<file path="config.mk">
export PLATFORM = sky130hd
export DESIGN_NAME = addr_sweep_gen_flat
export DESIGN_NICKNAME = d
export VERILOG_FILES = /design/src/rtl/addr_sweep_gen_if.sv /design/src/rtl/addr_sweep_gen.sv /design/src/flat_wrapper.sv
export SDC_FILE = /design/constraint.sdc
export NUM_CORES = 1
export LEC_CHECK = 0
export BUFFER_PORTS_ARGS = -buffer_cell sky130_fd_sc_hd__clkbuf_2
export CORE_AREA = 2 2 133 135
export DETAILED_ROUTE_END_ITERATION = 8
export DIE_AREA = 0 0 135 137
export GPL_TIMING_DRIVEN = 1
export HOLD_SLACK_MARGIN = 0.03
export PLACE_DENSITY = 0.6
export SLEW_MARGIN = 20
export SYNTH_ARGS = -nofsm -noshare
export SYNTH_HDL_FRONTEND = slang
export SYNTH_SLANG_ARGS = --single-unit
</file>
<file path="constraint.sdc">
create_clock -name clk -period 6.9 [get_ports clk]
set_input_delay 2.07 -clock clk [delete_from_list [all_inputs] [get_ports clk]]
set_output_delay 2.07 -clock clk [all_outputs]
set_load 0.05 [all_outputs]
</file>
<file path="src/rtl/addr_sweep_gen_if.sv">
// Control, configuration and status bundle for addr_sweep_gen.
// The master side issues commands and config; the slave side is the generator.
interface addr_sweep_gen_if #(
  parameter int WIDTH  = 16,
  parameter int STEP_W = 4,
  parameter int WCNT_W = 8
);
  logic              start;
  logic              stop;
  logic              enable;
  logic              load_en;
  logic [WIDTH-1:0]  load_val;
  logic [WIDTH-1:0]  base;
  logic [WIDTH-1:0]  limit;
  logic [STEP_W-1:0] step;
  logic              dir;
  logic              mode;
  logic [WIDTH-1:0]  addr_out;
  logic              busy;
  logic              done;
  logic              wrap;
  logic [WCNT_W-1:0] wrap_cnt;
  logic              cfg_err;

  modport master (
    output start, stop, enable, load_en, load_val, base, limit, step, dir, mode,
    input  addr_out, busy, done, wrap, wrap_cnt, cfg_err
  );

  modport slave (
    input  start, stop, enable, load_en, load_val, base, limit, step, dir, mode,
    output addr_out, busy, done, wrap, wrap_cnt, cfg_err
  );
endinterface

</file>
<file path="src/rtl/addr_sweep_gen.sv">
// Address sweep generator: registered walk between base and limit with
// programmable step, direction and one-shot/wrap behaviour.
module addr_sweep_gen #(
  parameter int WIDTH  = 16,
  parameter int STEP_W = 4,
  parameter int WCNT_W = 8
) (
  input  logic             clk,
  input  logic             reset,
  addr_sweep_gen_if.slave  bus
);

  typedef enum logic [1:0] {IDLE, RUN, DONE} state_t;

  state_t            state_q, state_n;
  logic [WIDTH-1:0]  addr_q, addr_n;
  logic [WIDTH-1:0]  base_q, base_n;
  logic [WIDTH-1:0]  limit_q, limit_n;
  logic [STEP_W-1:0] step_q, step_n;
  logic              dir_q, dir_n;
  logic              mode_q, mode_n;
  logic              busy_q, busy_n;
  logic              done_q, done_n;
  logic              wrap_q, wrap_n;
  logic [WCNT_W-1:0] wcnt_q, wcnt_n;
  logic              err_q, err_n;

  // One extra bit so the up/down terminal tests cannot overflow at the top of the address space
  logic [WIDTH:0]    step_x;
  logic [WIDTH:0]    up_nxt;
  logic              up_term;
  logic              down_term;

  assign step_x    = (WIDTH+1)'(step_q);
  assign up_nxt    = {1'b0, addr_q} + step_x;
  assign up_term   = up_nxt > {1'b0, limit_q};
  assign down_term = {1'b0, addr_q} < ({1'b0, base_q} + step_x);

  always_ff @(posedge clk) begin
    if (reset) begin
      state_q <= IDLE;
      addr_q  <= '0;
      base_q  <= '0;
      limit_q <= '0;
      step_q  <= '0;
      dir_q   <= 1'b0;
      mode_q  <= 1'b0;
      busy_q  <= 1'b0;
      done_q  <= 1'b0;
      wrap_q  <= 1'b0;
      wcnt_q  <= '0;
      err_q   <= 1'b0;
    end else begin
      state_q <= state_n;
      addr_q  <= addr_n;
      base_q  <= base_n;
      limit_q <= limit_n;
      step_q  <= step_n;
      dir_q   <= dir_n;
      mode_q  <= mode_n;
      busy_q  <= busy_n;
      done_q  <= done_n;
      wrap_q  <= wrap_n;
      wcnt_q  <= wcnt_n;
      err_q   <= err_n;
    end
  end

  always_comb begin
    state_n = state_q;
    addr_n  = addr_q;
    base_n  = base_q;
    limit_n = limit_q;
    step_n  = step_q;
    dir_n   = dir_q;
    mode_n  = mode_q;
    done_n  = 1'b0;
    wrap_n  = 1'b0;
    wcnt_n  = wcnt_q;
    err_n   = err_q;

    if (bus.stop) begin
      state_n = IDLE;
    end else if (bus.start) begin
      if (bus.base > bus.limit) begin
        err_n = 1'b1;
      end else begin
        base_n  = bus.base;
        limit_n = bus.limit;
        step_n  = (bus.step == '0) ? STEP_W'(1) : bus.step;
        dir_n   = bus.dir;
        mode_n  = bus.mode;
        addr_n  = bus.dir ? bus.limit : bus.base;
        wcnt_n  = '0;
        err_n   = 1'b0;
        state_n = RUN;
      end
    end else if (bus.load_en) begin
      if (state_q == RUN) begin
        if (bus.load_val < base_q)       addr_n = base_q;
        else if (bus.load_val > limit_q) addr_n = limit_q;
        else                             addr_n = bus.load_val;
      end else begin
        addr_n = bus.load_val;
      end
    end else if (bus.enable && state_q == RUN) begin
      if ((dir_q && !down_term) || (!dir_q && !up_term)) begin
        addr_n = dir_q ? (addr_q - WIDTH'(step_q)) : up_nxt[WIDTH-1:0];
      end else if (!mode_q) begin
        done_n  = 1'b1;
        state_n = DONE;
      end else begin
        addr_n = dir_q ? limit_q : base_q;
        wrap_n = 1'b1;
        if (wcnt_q != '1) wcnt_n = wcnt_q + WCNT_W'(1);
      end
    end

    busy_n = (state_n == RUN);
  end

  assign bus.addr_out = addr_q;
  assign bus.busy     = busy_q;
  assign bus.done     = done_q;
  assign bus.wrap     = wrap_q;
  assign bus.wrap_cnt = wcnt_q;
  assign bus.cfg_err  = err_q;

endmodule

</file>
<file path="src/flat_wrapper.sv">
// flat-port wrapper written by rule: the top's interface ports become plain ports
module addr_sweep_gen_flat 
#(
  parameter int WIDTH  = 16,
  parameter int STEP_W = 4,
  parameter int WCNT_W = 8
)
  (clk, reset, bus_start, bus_stop, bus_enable, bus_load_en, bus_load_val, bus_base, bus_limit, bus_step, bus_dir, bus_mode, bus_addr_out, bus_busy, bus_done, bus_wrap, bus_wrap_cnt, bus_cfg_err);
  addr_sweep_gen_if #(.WIDTH(WIDTH), .STEP_W(STEP_W), .WCNT_W(WCNT_W)) bus_i ();
  input  logic clk;
  input  logic reset;
  input wire logic [$bits(bus_i.start)-1:0] bus_start;
  input wire logic [$bits(bus_i.stop)-1:0] bus_stop;
  input wire logic [$bits(bus_i.enable)-1:0] bus_enable;
  input wire logic [$bits(bus_i.load_en)-1:0] bus_load_en;
  input wire logic [$bits(bus_i.load_val)-1:0] bus_load_val;
  input wire logic [$bits(bus_i.base)-1:0] bus_base;
  input wire logic [$bits(bus_i.limit)-1:0] bus_limit;
  input wire logic [$bits(bus_i.step)-1:0] bus_step;
  input wire logic [$bits(bus_i.dir)-1:0] bus_dir;
  input wire logic [$bits(bus_i.mode)-1:0] bus_mode;
  output wire logic [$bits(bus_i.addr_out)-1:0] bus_addr_out;
  output wire logic [$bits(bus_i.busy)-1:0] bus_busy;
  output wire logic [$bits(bus_i.done)-1:0] bus_done;
  output wire logic [$bits(bus_i.wrap)-1:0] bus_wrap;
  output wire logic [$bits(bus_i.wrap_cnt)-1:0] bus_wrap_cnt;
  output wire logic [$bits(bus_i.cfg_err)-1:0] bus_cfg_err;
  assign bus_i.start = bus_start;
  assign bus_i.stop = bus_stop;
  assign bus_i.enable = bus_enable;
  assign bus_i.load_en = bus_load_en;
  assign bus_i.load_val = bus_load_val;
  assign bus_i.base = bus_base;
  assign bus_i.limit = bus_limit;
  assign bus_i.step = bus_step;
  assign bus_i.dir = bus_dir;
  assign bus_i.mode = bus_mode;
  assign bus_addr_out = bus_i.addr_out;
  assign bus_busy = bus_i.busy;
  assign bus_done = bus_i.done;
  assign bus_wrap = bus_i.wrap;
  assign bus_wrap_cnt = bus_i.wrap_cnt;
  assign bus_cfg_err = bus_i.cfg_err;
  addr_sweep_gen #(.WIDTH(WIDTH), .STEP_W(STEP_W), .WCNT_W(WCNT_W)) u_core (.clk(clk), .reset(reset), .bus(bus_i));
endmodule
</file>
# After elaboration in Yosys (flattened, before gate mapping)
# Cells that the tools add are included.
# Widths: inputs -> output; s select.
# totals
out_inout_bits,28
input_bits,60
register_bits,68
word_cells,78
# op_classes
n_bitwise,3
reduce_logical,18
magnitude_cmp,5
mux,30
n_eq_ne,6
add_sub_neg,4
# ops
op,n
$mux 16,12
$mux 8,7
$add 16x4->17,2
$gt 16x16->1,2
$gt 17x16->1,1
$lt 16x17->1,1
$lt 16x16->1,1
$sub 16x4->16,1
$mux 2,7
$add 8x1->8 const B,1
$ne 8x8->1 const B,1
$reduce_and 7->1,1
$ne 2x2->1 const B,3
$reduce_bool 2->1,3
$reduce_or 6->1,1
$eq 2x1->1 const B,2
$logic_not 4->1,1
$mux 4,1
$reduce_and 4->1,1
$reduce_bool 4->1,1
$logic_and 1x1->1,3
$logic_not 1->1,3
$mux 1,3
$not 1->1,3
4 further kinds,4

# Longest topological paths before layout
# depth
ltp_word,11
ltp_mapped,19
mapped_depth_nobuf,16

# Worst setup path after synthesis
# Ideal clock, no wire load.
# synth_timing
path_type,input -> register
start,input bus_limit[1]
end,register u_core.wcnt_q[7] (netlist: u_core.bus.wrap_cnt[7])
setup_time_ns,0.060
arrival_ns,4.264
n_path_buf,1
required_time_ns,6.840
path_stages,11
slack_ns,2.576
cell_sequence,inv_1 ha_1 nor2b_1 o211ai_1 a2111o_1 a31oi_1 nor3b_1 or2_2 clkbuf_1 or4_1 nand2_1
# synth_via
elab_chain_len,3
# synth_lines
item,line,source
"start, declared",flat_wrapper.sv:18,input wire logic [$bits(bus_i.limit)-1:0] bus_limit;
$gt 16x16->1,addr_sweep_gen.sv:85,if (bus.base > bus.limit) begin
$ne 2x2->1 (no source line),n/a,
$reduce_and 7->1 (no source line),n/a,
"end signal, assigned",addr_sweep_gen.sv:64,wcnt_q <= wcnt_n;
"end, declared",addr_sweep_gen.sv:25,"logic [WCNT_W-1:0] wcnt_q, wcnt_n;"
# Every way passes these cells.
# A chain may end at the register's enable or synchronous reset.

# Final worst setup path
# layout_timing
start,input bus_load_val[2]
end,register u_core.addr_q[8] (netlist: u_core.bus.addr_out[8])
# layout_via
elab_chain_len,6
word_cells_on_any_way,7
cone_classes,order compare (2); mux (5)
# layout_lines
item,line,source
"start, declared",flat_wrapper.sv:16,input wire logic [$bits(bus_i.load_val)-1:0] bus_load_val;
$gt 16x16->1,addr_sweep_gen.sv:101,else if (bus.load_val > limit_q) addr_n = limit_q;
$mux 16,addr_sweep_gen.sv:101,
$mux 16 *,addr_sweep_gen.sv:100,if (bus.load_val < base_q) addr_n = base_q;
$mux 16 *,addr_sweep_gen.sv:99,if (state_q == RUN) begin
$mux 16 *,addr_sweep_gen.sv:98,end else if (bus.load_en) begin
$mux 16 *,addr_sweep_gen.sv:84,end else if (bus.start) begin
"end signal, assigned",addr_sweep_gen.sv:55,addr_q <= addr_n;
"end, declared",addr_sweep_gen.sv:16,"logic [WIDTH-1:0] addr_q, addr_n;"
# Mark *: on every way between the ends. The rest lies on a longest branch, timed or not.

==> metrics.md <==
| Metric | Value |
|---|---|
| Total CTS buffers | `9` |
| Crit path kind | `in2reg` |
| Worst-path clk slew | `60 ps` |
| Fin crit period | `5230 ps` |
| Setup WS pre-CTS | `1444 ps` |
| DRC errors left | `0` |
| Power density over the cells | `212.5 nW/µm²` |
| Largest net degree at the start of global routing | `76` |
| Vias in the first global route | `6282` |
| Peak per-stage delay on the critical path | `930 ps` |
| Sequential cell area fraction in the yosys report | `20.44%` |
| DRT iter0 DRCs | `729` |
| Crit. path cell count | `10` |
| Area share of the largest cell type after synthesis | `20.44%` |
| Final Setup Violations | `0` |
| Syn avg cell area | `7.708 µm²` |
| CP cell instances | `clkbuf_2 -> ha_1 -> nand2_1 -> o21ai_0 -> a31oi_1 -> o41ai_2 -> nand4b_1 -> o221ai_1 -> nand3_1 -> o221a_2` |
| Period utilisation layout | `75.80%` |
| RSZ-0062 raised after global routing | `false` |
| Multi-input logic area | `4852 µm²` |
| Inserted Diodes | `0` |
| Core ar. | `17060 µm²` |
| WL per Instance | `19.96 µm` |
| Tightest Hold Check Type | `reg2reg` |
| TritonCTS Sinks | `68` |
| Worst slew margin | `29.73%` |
| Filler Cell Count | `1776` |
| Cell with the most instances after synthesis | `nor2_1` |
| Register area | `1361 µm²` |
| Port Buf Inserts | `87` |
| DR pass1 iterations | `6` |
| Clock Latency Late Sink | `340 ps` |
| Die Y | `137 µm` |
| Dominant cells by area after synthesis | `dfxtp_1, ha_1, nor2_1` |
| Leak | `3.116 nW` |
| Starting Density | `39.05%` |
| Final #Nets | `1074` |
| Worst Max-Slew Pin Slew | `1043 ps` |
| Vias after detailed routing | `6782` |
| H-tree Lvls | `3` |
| Critical Path RT | `7130 ps` |
| CTS tree | `yes` |
| Status | `completed` |
| Final hold violation count | `0` |
| Post-synth ARST share | `0%` |
| Layout cells sized above 1 | `15.68%` |
| R2r worst-path depth | `16` |
| Fmax achieved | `0.1912 GHz` |
| Yosys synthesis warning count | `0` |
| Final HPWL DP | `17910 µm` |
| GPL Wtd Cong | `0.9623` |
| Cells after Synth | `864` |
| Post-synth EDFFs | `0` |
| Setup slack after layout | `1670 ps` |
| Num ports | `88` |
| Synth Flop Type | `dfxtp_1` |
| Hold path cells | `2` |
| # rows | `48` |
| Initial antenna violation count | `0` |
| Post-Syn Nets | `1018` |
| Vias/cell | `5.897` |
| Setup bufs post-CTS | `0` |
| Cts hold-fix bufs | `0` |
| Worst reg-to-reg setup slack | `1690 ps` |
| Count of state elements after synthesis | `68` |
| WP data arrival | `5460 ps` |
| WP buf/inv | `1` |
| Maxcap violations | `0` |
| Final Slew Violations | `0` |
| CP max FO | `12` |
| Tot GR Track Use | `24.88%` |
| Root Driver | `clkbuf_16` |
| Die area | `18500 µm²` |
| Dominant cell type by area after synthesis | `dfxtp_1` |
| Synthesized area | `6660 µm²` |
| Antenna Violating Nets Remaining | `0` |
| Synth-to-Final Area Change | `13.94%` |
| CP startpoint kind | `input pin` |
| Total wire length | `22950 µm` |
| Width of the die | `135 µm` |
| Highest-delay cell along the critical path | `o41ai_2` |
| Max clock buf depth | `2` |
| Grt ovf | `0` |
| TNS Setup | `0 ps` |
| Crit. End Element | `flop` |
| Cell class contributing the biggest share of worst-path delay | `compound AO/OA/AOI/OAI gates` |
| Unique cell type count in the Yosys netlist | `69` |
| Post-CTS sizing | `0` |
| Top cells by count, synth | `nor2_1, ha_1, a21oi_1, dfxtp_1, inv_1` |
| First-pass GRT wire length | `35610 µm` |
| Peak supply drop | `0.0001077 V` |
| Fin Clk Skew | `8.318 ps` |
## path summary, 6_finish.rpt
path | start | end
max | bus_load_val[2] | u_core.bus.addr_out[8]$_SDFFE_PP0P_
min | u_core.state_q[0]$_SDFF_PP0_ | u_core.state_q[0]$_SDFF_PP0_
max reg2reg | u_core.base_q[0]$_SDFFE_PP0P_ | u_core.bus.addr_out[10]$_SDFFE_PP0P_
min reg2reg | u_core.state_q[0]$_SDFF_PP0_ | u_core.state_q[0]$_SDFF_PP0_
## tightest hold or removal path: stages (launching register included)
cell	delay, ps
dfxtp_1	310
inv_1	60
a21oi_1	60
## cell families (layout without fill, tap and decap cells)
family / after synthesis / in the layout / share of synthesized area [%]
AND/OR/NAND/NOR: 276 / 276 / 19.86
adder cells (fa/ha/maj): 94 / 94 / 18.00
AO/OA/AOI/OAI: 247 / 247 / 25.66
buffers and inverters: 115 / 176 / 6.894
flip-flops: 68 / 68 / 20.44
XOR/XNOR: 41 / 41 / 5.392
multiplexers: 23 / 23 / 3.757
## per-layer routing
metal  wire (µm)  up-vias  global-route usage [%]  share of wire [%]
met3        1653       47                   4.296                7.2
li1            -     3278                       -                  -
met5           0        -                       0                  0
met1       10560     3174                   35.50                 46
met4         663        0                   8.218                2.9
met2       10070      283                   37.87                 44
## per-stage QoR
stage | util, % | hold WS [ps] | area, µm² | cells | power (W)
after floorplan | - | 444.1 | 6660 | 864 | 0.0008858
after global placement | 42.44 | 453.4 | 7238 | 1134 | 0.001057
after detailed placement | 42.44 | 465.3 | 7238 | 1134 | 0.001053
after CTS | 44.49 | 473.6 | 7589 | 1150 | 0.001604
after global routing | 44.49 | 491.4 | 7589 | 1150 | 0.001689
final | 44.49 | 469.6 | 7589 | 1150 | 0.001612
## state kept, by name (all words and copies together), names as in the netlist, 2 cells and up
signal,count
u_core.bus.wrap_cnt,8
u_core.step_q,4
u_core.base_q,16
u_core.limit_q,16
u_core.state_q,2
u_core.bus.addr_out,16
## cell usage in the layout, fill, tap and decap left out, types with 16 or more instances in the layout
| cell | synthesis | routed |
|---|---|---|
| nand4_1 | 18 | 18 |
| o221ai_1 | 21 | 21 |
| clkbuf_2 | 0 | 87 |
| nand2_1 | 39 | 39 |
| dfxtp_1 | 68 | 68 |
| o31a_1 | 16 | 16 |
| a21oi_1 | 72 | 72 |
| xnor2_1 | 31 | 31 |
| inv_1 | 61 | 61 |
| a31oi_1 | 19 | 19 |
| nor2_1 | 125 | 125 |
| mux2_2 | 16 | 16 |
| o21ai_0 | 37 | 37 |
| ha_1 | 91 | 91 |
| nand3_1 | 21 | 21 |
## power breakdown
part | internal [W] | switching [W]
registers | 0.000416 | 0.0000495
logic | 0.000218 | 0.000376
clock network | 0.000363 | 0.000190
## cell type report
cell class                 instances  area share, %
clock buffer                      10          3.149
clock inverter                     6          1.467
inverter                          64          3.166
multi-input combinational        681          63.94
sequential                        68          17.94
tap                              225          3.710
timing repair buffer              96          6.628
Power figures use the tool's default switching activity.
